<file path="config.mk">
export PLATFORM = sky130hd
export DESIGN_NAME = load_store_multiple_issue_stage
export DESIGN_NICKNAME = d
export VERILOG_FILES = /design/src/rtl/load_store_multiple_issue_stage.sv
export SDC_FILE = /design/constraint.sdc
export NUM_CORES = 1
export LEC_CHECK = 0
export CAP_MARGIN = 25
export CORE_MARGIN = 2
export CORE_UTILIZATION = 45
export CTS_CLUSTER_DIAMETER = 40
export DETAILED_ROUTE_END_ITERATION = 7
export PLACE_DENSITY_LB_ADDON = 0.12
export SLEW_MARGIN = 5
export SYNTH_ARGS = -nofsm -noshare
export SYNTH_HDL_FRONTEND = slang
export SYNTH_SLANG_ARGS = --single-unit
</file>
<file path="constraint.sdc">
create_clock -name clk_in -period 7.4 [get_ports clk_in]
set_clock_uncertainty 0.05 [all_clocks]
set_input_delay 1.48 -clock clk_in [delete_from_list [all_inputs] [get_ports clk_in]]
set_output_delay 1.48 -clock clk_in [all_outputs]
set_load 0.01 [all_outputs]
</file>
<file path="src/rtl/load_store_multiple_issue_stage.sv">
// Expands one single/multiple load-store descriptor into per-register
// memory-stage control words, one beat per accepted handshake.
// Ports: clk_in, reset_in (async, active-low), flush_in,
//   start_in/start_ready_out plus the descriptor (instr_tag_in, rn_addr_in,
//   rn_data_in, reg_list_in, load_in, up_in, pre_in, instr_confirmed_in),
//   reg_rd_addr_out/reg_rd_data_in for the register-file read,
//   mem_stage_ready_in, control_word_out, busy_out, done_out.
module load_store_multiple_issue_stage #(
  parameter int TAG_W   = 4,
  parameter int DATA_W  = 32,
  parameter int RADDR_W = 4
) (
  input  logic                clk_in,
  input  logic                reset_in,
  input  logic                flush_in,
  input  logic                start_in,
  output logic                start_ready_out,
  input  logic [TAG_W-1:0]    instr_tag_in,
  input  logic [RADDR_W-1:0]  rn_addr_in,
  input  logic [DATA_W-1:0]   rn_data_in,
  input  logic [15:0]         reg_list_in,
  input  logic                load_in,
  input  logic                up_in,
  input  logic                pre_in,
  input  logic                instr_confirmed_in,
  output logic [RADDR_W-1:0]  reg_rd_addr_out,
  input  logic [DATA_W-1:0]   reg_rd_data_in,
  input  logic                mem_stage_ready_in,
  output logic [TAG_W+2*RADDR_W+3*DATA_W+12:0] control_word_out,
  output logic                busy_out,
  output logic                done_out
);

  localparam int CW_W = TAG_W + 2*RADDR_W + 3*DATA_W + 13;

  typedef enum logic [1:0] {
    IDLE,
    CALC,
    ISSUE
  } state_e;

  state_e              state_q;
  logic [TAG_W-1:0]    tag_q;
  logic [RADDR_W-1:0]  rn_addr_q;
  logic [DATA_W-1:0]   rn_q;
  logic [15:0]         rem_q;
  logic                load_q;
  logic                up_q;
  logic                pre_q;
  logic                conf_q;
  logic [DATA_W-1:0]   addr_q;
  logic [DATA_W-1:0]   wb_q;
  logic [CW_W-1:0]     cw_q;
  logic                done_q;

  logic [4:0]          cnt;
  logic [DATA_W-1:0]   off;
  logic [DATA_W-1:0]   start_addr;
  logic [DATA_W-1:0]   wb_calc;
  logic [DATA_W-1:0]   beat_addr;
  logic [DATA_W-1:0]   beat_wb;
  logic [15:0]         onehot;
  logic [RADDR_W-1:0]  idx;
  logic                last;
  logic [CW_W-1:0]     beat;
  logic                can_load;
  logic                accept;

  always_comb begin
    cnt = '0;
    idx = '0;
    for (int i = 0; i < 16; i++) begin
      cnt = cnt + {4'b0, rem_q[i]};
    end
    for (int i = 15; i >= 0; i--) begin
      if (rem_q[i]) idx = RADDR_W'(i);
    end
    // isolate lowest set bit of the remaining list
    onehot = rem_q & (~rem_q + 16'd1);
    last   = ((rem_q & ~onehot) == 16'd0);
    off    = DATA_W'({cnt, 2'b00});
    unique case ({up_q, pre_q})
      2'b10:   start_addr = rn_q;
      2'b11:   start_addr = rn_q + DATA_W'(4);
      2'b00:   start_addr = rn_q - off + DATA_W'(4);
      default: start_addr = rn_q - off;
    endcase
    wb_calc   = up_q ? (rn_q + off) : (rn_q - off);
    beat_addr = (state_q == CALC) ? start_addr : addr_q;
    beat_wb   = (state_q == CALC) ? wb_calc : wb_q;
    beat = {tag_q, idx, rn_addr_q, reg_rd_data_in,
            beat_wb, beat_addr, 1'b0, 3'd1, 2'd1,
            load_q ? 4'h0 : 4'hF, conf_q, ~last, 1'b1};
    can_load = ~cw_q[0] | mem_stage_ready_in;
    accept   = cw_q[0] & mem_stage_ready_in;
  end

  always_ff @(posedge clk_in or negedge reset_in) begin
    if (!reset_in) begin
      state_q   <= IDLE;
      tag_q     <= '0;
      rn_addr_q <= '0;
      rn_q      <= '0;
      rem_q     <= '0;
      load_q    <= 1'b0;
      up_q      <= 1'b0;
      pre_q     <= 1'b0;
      conf_q    <= 1'b0;
      addr_q    <= '0;
      wb_q      <= '0;
      cw_q      <= '0;
      done_q    <= 1'b0;
    end else begin
      done_q <= 1'b0;
      if (flush_in) begin
        state_q <= IDLE;
        cw_q    <= '0;
      end else begin
        unique case (state_q)
          IDLE: begin
            if (start_in) begin
              tag_q     <= instr_tag_in;
              rn_addr_q <= rn_addr_in;
              rn_q      <= rn_data_in;
              rem_q     <= reg_list_in;
              load_q    <= load_in;
              up_q      <= up_in;
              pre_q     <= pre_in;
              conf_q    <= instr_confirmed_in;
              state_q   <= CALC;
            end
          end
          CALC: begin
            wb_q <= wb_calc;
            if (cnt == 5'd0) begin
              done_q  <= 1'b1;
              state_q <= IDLE;
            end else begin
              cw_q    <= beat;
              rem_q   <= rem_q & ~onehot;
              addr_q  <= start_addr + DATA_W'(4);
              state_q <= ISSUE;
            end
          end
          ISSUE: begin
            if (can_load && (rem_q != 16'd0)) begin
              cw_q   <= beat;
              rem_q  <= rem_q & ~onehot;
              addr_q <= addr_q + DATA_W'(4);
            end else if (accept) begin
              cw_q[0] <= 1'b0;
              done_q  <= 1'b1;
              state_q <= IDLE;
            end
          end
          default: state_q <= IDLE;
        endcase
      end
    end
  end

  assign start_ready_out  = (state_q == IDLE);
  assign busy_out         = (state_q != IDLE);
  assign done_out         = done_q;
  assign control_word_out = cw_q;
  assign reg_rd_addr_out  = idx;

endmodule

</file>
==> flow_summary.toml, run 1 <==
[min_path]
hp-class = "reg -> reg"
holdPathEnd = "wb_q[5]"
hold_depth = 2
hp-start = "wb_q[5]"

[synth]
synthCells = 1869
ys_top_cells_by_area = "dfrtp_1, nand2_1, mux2i_1"
synth_cell_types = 86
synth_top_area_share_pct = 37.6
synth_area_per_cell_sq_um = 8.54
netlist_top_cells_count = "nand2_1, dfrtp_1, nor2_1"
synth_edf_count = 0
yosysWarningCount = 0
synth-seq-cells = 240
synth_top_flop_cell = "dfrtp_1"
ys_seq_area_share_pct = 37.6
synth_top_area_cell = "dfrtp_1"
yosys.cell_count.top_type = "nand2_1"
syn_area_sq_mm = 0.0160
async_flop_share_pct = 100

[timing]
period_share_pct = 101
min_period_ps = 7480
maxSlewViolCount = 0
max_slew_margin_pct = 22.1
hold_viol_final = 0
setup_ws_ps = -77.5
rsz0062_at_grt = "yes"
holdWs_ps = 429
max_freq_mhz = 134
max_slew.worst_pin.slew_ps = 1170
finalSetupViolCount = 2

[place]
dp.cells = 2591
place.port_buffers = 220
dpl.hpwl_um = 38000
gp_congestion = 0.920
place_ws_ps = -261

[floorplanning]
core_sq_mm = 0.0347
die_h_um = 192
io_pins = 225
start_util_pct = 46.0
rows = 68
fp.dieArea_sq_mm = 0.0370
die_width_um = 192

[setup_path]
r2r_start = "rem_q[7]"
crit_arrival_ps = 7910
cp_max_fo = 5
critPathKind = "reg -> reg"
reg2reg_depth = 26
startpoint_type = "flop"
reg2reg_to = "addr_q[24]"
worstPathRequired_ps = 7840
reg2reg_slack_ps = -80
cp-end-kind = "flop"

[global_routing]
grt_pass1_wl_um = 81700
antenna_found_initial = 2
overflow = 0
track_usage_pct = 28.3
grt_max_degree = 166
grt_pass1_vias = 15000

[clock_network]
cts_buffers = 40
clkTransAtPathRegs_ps = 50
cts_tree = "yes"
cts.path.max_buffers = 3
postCtsHoldBufs = 0
clkLatencyLatePin_ps = 550
cts-root-buf = "clkbuf_16"
htree_num_levels = 2
cts.sinks = 240

[finish]
n_fill_cell = 3105
nNetsFinal = 2332
areaGrowthSynthToFinish_pct = 34.8
drive_gt1_share_pct = 18.8
multiInputGateArea_sq_mm = 0.00949
stdcell_count = 2680
n_antenna_cell = 0
seq_area_sq_mm = 0.00601

[outcome]
status = "finished with violations"
violations = "setup timing"

[detailed_routing]
drt_first_pass_iters = 7
ant_nets = 0
vias = 15300
remaining_drc_errors = 0
drt_iter0_drc = 1077
drt-total-wl_um = 52800
wl_per_cell_um = 19.7
vias_per_cell = 5.73

[flow_run]
cap_violations = 0
==> stage by stage <==
step	setup TNS [ps]	instance area (sq um)	utilization (%)
4_1_cts	-6.50	21100	60.8
6_report	-143	21500	62.0
3_5_place_dp	-1760	19600	56.6
3_3_place_gp	-787	19600	56.5
2_1_floorplan	-2.05	16000	-
5_1_grt	-3390	21500	62.0
==> cells by family after synthesis <==
| logic type | synth area share [%] |
|---|---|
| adders and majority gates | 3.84 |
| AOI/OAI and AO/OA | 18.0 |
| buffers and inverters | 5.63 |
| and+or+nand+nor | 20.6 |
| xor gates and xnor gates | 5.86 |
| muxes | 8.38 |
| other | 0.0235 |
| DFF | 37.6 |
==> routing by layer <==
metal	share of wire (%)	GRT usage, %	wire length, um	vias to the layer above
met5	0	0	0	-
met4	2.7	8.84	1430	0
met3	6.3	4.64	3340	101
met2	48	48.0	25500	520
met1	43	37.1	22500	7408
li1	-	-	-	7315
==> critical path: stages (launching register included) <==
cell      delay, ps
dfrtp_1         390
inv_1            90
fa_1            450
fa_1            510
fa_2            560
fa_1            420
inv_2           100
ha_4            140
inv_2            40
fa_2            360
nor2b_1         120
o21ai_1          80
ha_2            220
or4_4           440
or2_4           270
or3_4           330
a222oi_1        310
buf_4           190
a31oi_4          80
o311ai_2        320
or4b_4          520
or4_4           450
nand3b_4        230
nor4b_4         330
xnor2_1         180
o22ai_2         100
a21oi_2         130
==> layout make-up <==
type	instances	area share, %
multi-input cells	1406	44.1
clock inverters	19	1.05
flip-flops and latches	240	27.9
well taps	455	2.65
inverters	85	1.48
repair buffers	421	17.5
clock buffers	54	5.27
==> worst max path at each step <==
stage | start | end | cells past startpoint
after floorplan | rem_q[13] | addr_q[24] | 26
after global placement | rem_q[13] | addr_q[31] | 26
after detailed placement | rem_q[13] | addr_q[31] | 26
after CTS | rem_q[9] | addr_q[26] | 27
after global routing | rem_q[9] | addr_q[24] | 26
final | rem_q[7] | addr_q[24] | 26
==> flip-flops by register name, indices dropped and copies added (netlist names) <==
| register | flops |
|---|---|
| control_word_out | 113 |
| addr_q | 32 |
| rn_q | 32 |
| wb_q | 32 |
| rem_q | 16 |
| rn_addr_q | 4 |
| tag_q | 4 |
| state_q | 2 |
| conf_q | 1 |
| done_out | 1 |
| load_q | 1 |
| pre_q | 1 |
| up_q | 1 |
==> layout by cell type, fill, tap and decap left out, types with 7 or more instances in the layout <==
master	count
a21oi_1	128
buf_4	193
nor2b_1	11
or3_1	13
ha_1	25
xnor2_1	58
o21ai_1	14
nand4_1	29
inv_2	8
a31oi_1	15
a22oi_1	14
xnor2_2	7
o31ai_1	8
nand2b_1	15
xor2_1	38
a21o_1	7
nand3_1	48
mux2i_1	73
clkbuf_16	40
a211oi_1	56
o22ai_1	12
mux2_2	53
clkbuf_8	8
or4_1	14
o21ai_0	84
nor2_1	153
nand3b_1	9
o31a_1	7
fa_1	9
clkdlybuf4s50_1	218
and2_1	9
dfrtp_1	240
nor3_1	27
nand2_1	254
and3_1	13
nor4_1	25
o211ai_1	14
inv_1	73
==> repair_timing <==
| action | 4_1_cts | 5_1_grt |
|---|---|---|
| resized for setup | 15 | 73 |
| buffers inserted | 3 | 14 |
| pin swaps | 13 | 47 |
| cloned | 0 | 0 |
| endpoints found under the setup margin | 14 | 20 |
Power of run 1 is left out: the tool's default activity adds up to more than one toggle a clock period on the data nets, which glitch-free logic cannot reach.
==> run 2, diff against run 1 <==
--- a/config.mk
+++ b/config.mk
@@ -5,6 +5,7 @@
 export SDC_FILE = /design/constraint.sdc
 export NUM_CORES = 1
 export LEC_CHECK = 0
+export ABC_CLOCK_PERIOD_IN_PS = 8850
 export CAP_MARGIN = 25
 export CORE_MARGIN = 2
 export CORE_UTILIZATION = 45
==> constraint.sdc (replaced) <==
create_clock -name clk_in -period 8.85 [get_ports clk_in]
set_clock_uncertainty 0.05 [all_clocks]
set_input_delay 1.77 -clock clk_in [delete_from_list [all_inputs] [get_ports clk_in]]
set_output_delay 1.77 -clock clk_in [all_outputs]
set_load 0.01 [all_outputs]
==> run 2 against run 1 <==
Compared with the run above: maximum frequency decreased by 10%; the flow now finishes without violations; via count down 3.8%; setup slack better by 580 ps; cell count is 4.6% lower; largest cell class unchanged; utilization decreased by 3.7 points; worst hold slack gained 1.9 ps.
==> flow_summary.toml, run 2 (synthesized netlist as in run 1, its figures left out) <==
[outcome]
status = "completed"

[timing]
maxSlewViolCount = 0
max_slew_margin_pct = 35.8
tns_ps = 0
finalSetupViolCount = 0
max_freq_mhz = 120
period_share_pct = 94.3
min_period_ps = 8340
max_slew.worst_pin.slew_ps = 963
setup_ws_ps = 507
rsz0062_at_grt = "no"
hold_viol_final = 0

[clock_network]
cts_buffers = 44
cts-root-buf = "clkbuf_16"
cts.sinks = 240
htree_num_levels = 2
cts.path.max_buffers = 3
clkTransAtPathRegs_ps = 50
cts_tree = "yes"
clkLatencyLatePin_ps = 560

[setup_path]
worst_path_most_repeated_cell = "fa_1"
slowest_delay_ps = 580
startpoint_type = "flop"
critPathTopFamily = "adder cells"
critPathKind = "reg -> reg"
worst-path-buf-inv = 6
cp_slowest_cell = "fa_1"
worstPathRequired_ps = 9270
crit_arrival_ps = 8760
cp-end-kind = "flop"
cp_max_fo = 16

[min_path]
hp-class = "reg -> reg"

[place]
place_ws_ps = 216
gp_congestion = 0.938
place.port_buffers = 220
dpl.hpwl_um = 36000
dp.cells = 2474

[global_routing]
grt_pass1_wl_um = 79200
grt_max_degree = 152
antenna_found_initial = 0
grt_pass1_vias = 14400
overflow = 0
track_usage_pct = 27.4

[floorplanning]
io_pins = 225
core_sq_mm = 0.0347
fp.dieArea_sq_mm = 0.0370
rows = 68
die_width_um = 192
die_h_um = 192
start_util_pct = 46.0

[detailed_routing]
vias_per_cell = 5.77
drt_iter0_drc = 1031
vias = 14800
remaining_drc_errors = 0
ant_nets = 0
wl_per_cell_um = 19.7
drt_first_pass_iters = 8
drt-total-wl_um = 50300

[finish]
n_antenna_cell = 0
final_common_cell = "nand2_1"
drive_gt1_share_pct = 10.9
stdcell_count = 2557
nNetsFinal = 2206
largest_reg_flops = 113
layout_common_cells = "nand2_1, dfrtp_1, clkdlybuf4s50_1, nor2_1, a21oi_1"
n_fill_cell = 3169
areaGrowthSynthToFinish_pct = 26.7

[flow_run]
cap_violations = 0
[run 2: worst paths after layout]
check,startpoint,to,slack (ps),depth (start not counted)
max in group asynchronous,reset_in,control_word_out[90],6270,2
max reg2reg,rem_q[0],addr_q[24],510,27
min in group asynchronous,reset_in,rn_q[10],1150,1
min,wb_q[6],wb_q[6],430,2
max,rem_q[0],addr_q[24],510,27
min reg2reg,wb_q[6],wb_q[6],430,2
[run 2: cell type report]
class                      count  area, sq um  share of cell area [%]
inverter                      85          319                    1.58
clock buffer                  52         1170                    5.79
multi-input combinational   1407         9110                    45.0
tap                          455          569                    2.81
clock inverter                28          299                    1.48
sequential                   240         6010                    29.7
timing repair buffer         290         2750                    13.6
[run 2: routing by layer]
layer	track usage (%)	wire length, um
met1	37.1	21800
met2	43.1	23200
met3	5.78	3470
met4	10.8	1820
met5	0	0
[run 2: what timing repair did]
action / CTS / global route
endpoints found under the setup margin: 0 / 18
setup buffers: 0 / 2
endpoints found under the hold margin: 0 / 0
resized for setup: 0 / 3
hold buffers: 0 / 0
[run 2: stage by stage]
stage | util, % | cell area (sq um) | hold slack, ps
floorplan | - | 16000 | 398
global placement | 53.8 | 18700 | 414
detailed placement | 53.9 | 18700 | 425
CTS | 58.1 | 20200 | 435
global route | 58.3 | 20200 | 475
finish | 58.3 | 20200 | 431
[run 2: worst register-to-register path, delay by kind of cell (launching register included)]
family / cells / cell delay (ps)
buf+inv: 6 / 770
flops: 1 / 420
xor+xnor: 2 / 540
simple gates: 6 / 2420
compound gates: 6 / 1140
fa+ha+maj: 7 / 2920
Power of run 2 is left out for the same reason.
==> run 3, diff against run 2 <==
--- a/config.mk
+++ b/config.mk
@@ -7,6 +7,7 @@
 export LEC_CHECK = 0
 export ABC_CLOCK_PERIOD_IN_PS = 8850
 export CAP_MARGIN = 25
+export CORE_ASPECT_RATIO = 0.75
 export CORE_MARGIN = 2
 export CORE_UTILIZATION = 45
 export CTS_CLUSTER_DIAMETER = 40
==> run 3 against run 2 <==
Compared with the run above: non-clock buffer count decreased by 26; die area about the same; critical path depth unchanged; critical path type unchanged; the flow now finishes with violations (DRC); routed wire length up 1.3%; critical endpoint is now addr_q[31].
==> flow_summary.toml, run 3 (synthesized netlist as in run 1, its figures left out) <==
[timing]
rsz0062_at_grt = "no"
maxSlewViolCount = 0
tns_ps = 0
hold_viol_final = 0
period_share_pct = 95.0
min_period_ps = 8410
max_slew_margin_pct = 31.1
max_slew.worst_pin.slew_ps = 1030
finalSetupViolCount = 0
max_freq_mhz = 119

[place]
place_area_sq_mm = 0.0185
place.port_buffers = 220
dpl.hpwl_um = 36200
gp_congestion = 0.974

[detailed_routing]
drt_iter0_drc = 1357
vias_per_cell = 5.88
ant_nets = 0
wl_per_cell_um = 20.2
drt_first_pass_iters = 8
drt-total-wl_um = 50900
vias = 14800
remaining_drc_errors = 24

[setup_path]
slowest_delay_ps = 590
cp-end-kind = "flop"
worst_path_most_repeated_cell = "fa_1"
cp_slowest_cell = "fa_1"
worstPathRequired_ps = 9250
crit_arrival_ps = 8810
critPathTopFamily = "adder cells"
cp_max_fo = 12
worst-path-buf-inv = 5
startpoint_type = "flop"
critPathKind = "reg -> reg"

[min_path]
hp-class = "reg -> reg"

[clock_network]
cts_buffers = 37
cts.sinks = 240
clkLatencyLatePin_ps = 540
clkTransAtPathRegs_ps = 60
cts_tree = "yes"
htree_num_levels = 2
cts-root-buf = "clkbuf_16"
cts.path.max_buffers = 3
postCtsHoldBufs = 0

[finish]
design_area_sq_mm = 0.0199
nNetsFinal = 2172
largest_reg_flops = 113
drive_gt1_share_pct = 9.55
final_util_pct = 57.1
final_common_cell = "nand2_1"
areaGrowthSynthToFinish_pct = 24.6
layout_common_cells = "nand2_1, dfrtp_1, clkdlybuf4s50_1, nor2_1, a21oi_1"

[flow_run]
cap_violations = 0

[global_routing]
antenna_found_initial = 0
grt_max_degree = 127
grt_pass1_vias = 14300
overflow = 0
track_usage_pct = 27.0
grt_pass1_wl_um = 79900

[floorplanning]
die_width_um = 221
io_pins = 225
start_util_pct = 45.8
rows = 59
die_h_um = 167
core_sq_mm = 0.0348
fp.dieArea_sq_mm = 0.0370

[outcome]
status = "finished with violations"
violations = "DRC"
run 3: cell types whose count changed in the layout (fill, tap and decap cells not counted), sizes merged:
cell      change
bufinv        +1
clkinv        -2
inv           +4
diode         +1
buf          -26
clkbuf       -10
clkinvlp      -5
a222oi        -1
run 3: layout make-up:
type	count	area [sq um]
clock inverters	26	324
diodes	1	2.50
clock buffers	42	995
inverters	85	319
multi-input cells	1406	9110
repair buffers	264	2560
flip-flops and latches	240	6010
fillers	3188	15000
well taps	457	572
run 3: timing repair:
action,CTS,global route
gates resized for setup,0,1
setup buffers,0,2
setup endpoints to repair,0,8
hold endpoints to repair,0,0
run 3: stage by stage:
stage                     std cells  setup WS [ps]  hold slack (ps)
after floorplan                1872           1280              398
after global placement         2448            535              414
after detailed placement       2449            261              426
after CTS                      2517            239              440
after global routing           2520           51.3              468
final                          2521            443              439
run 3: path summary, 6_finish.rpt:
| kind | start | to | slack, ps | depth (start not counted) |
|---|---|---|---|---|
| worst max-delay path | rem_q[0] | addr_q[31] | 440 | 27 |
| worst min-delay path | wb_q[3] | wb_q[3] | 440 | 2 |
| worst max register to register | rem_q[0] | addr_q[31] | 440 | 27 |
| worst min register to register | wb_q[3] | wb_q[3] | 440 | 2 |
| max in group asynchronous | reset_in | rem_q[15] | 6060 | 2 |
| min in group asynchronous | reset_in | control_word_out[56] | 1230 | 1 |
run 3: tightest hold or removal path: stages, from the launching register on:
cell and delay [ps]:
dfrtp_1 350, nand2_1 50, o21ai_0 60
run 3: metal layers:
metal  up-vias  wire [um]  part of all wire (%)  global-route usage [%]
li1       6996          -                     -                       -
met1      7214      23600                    46                    39.6
met2       540      22200                    44                    40.6
met3        80       4060                   8.0                    5.72
met4         0       1120                   2.2                    6.79
met5         -          0                     0                       0
Power of run 3 is left out for the same reason.
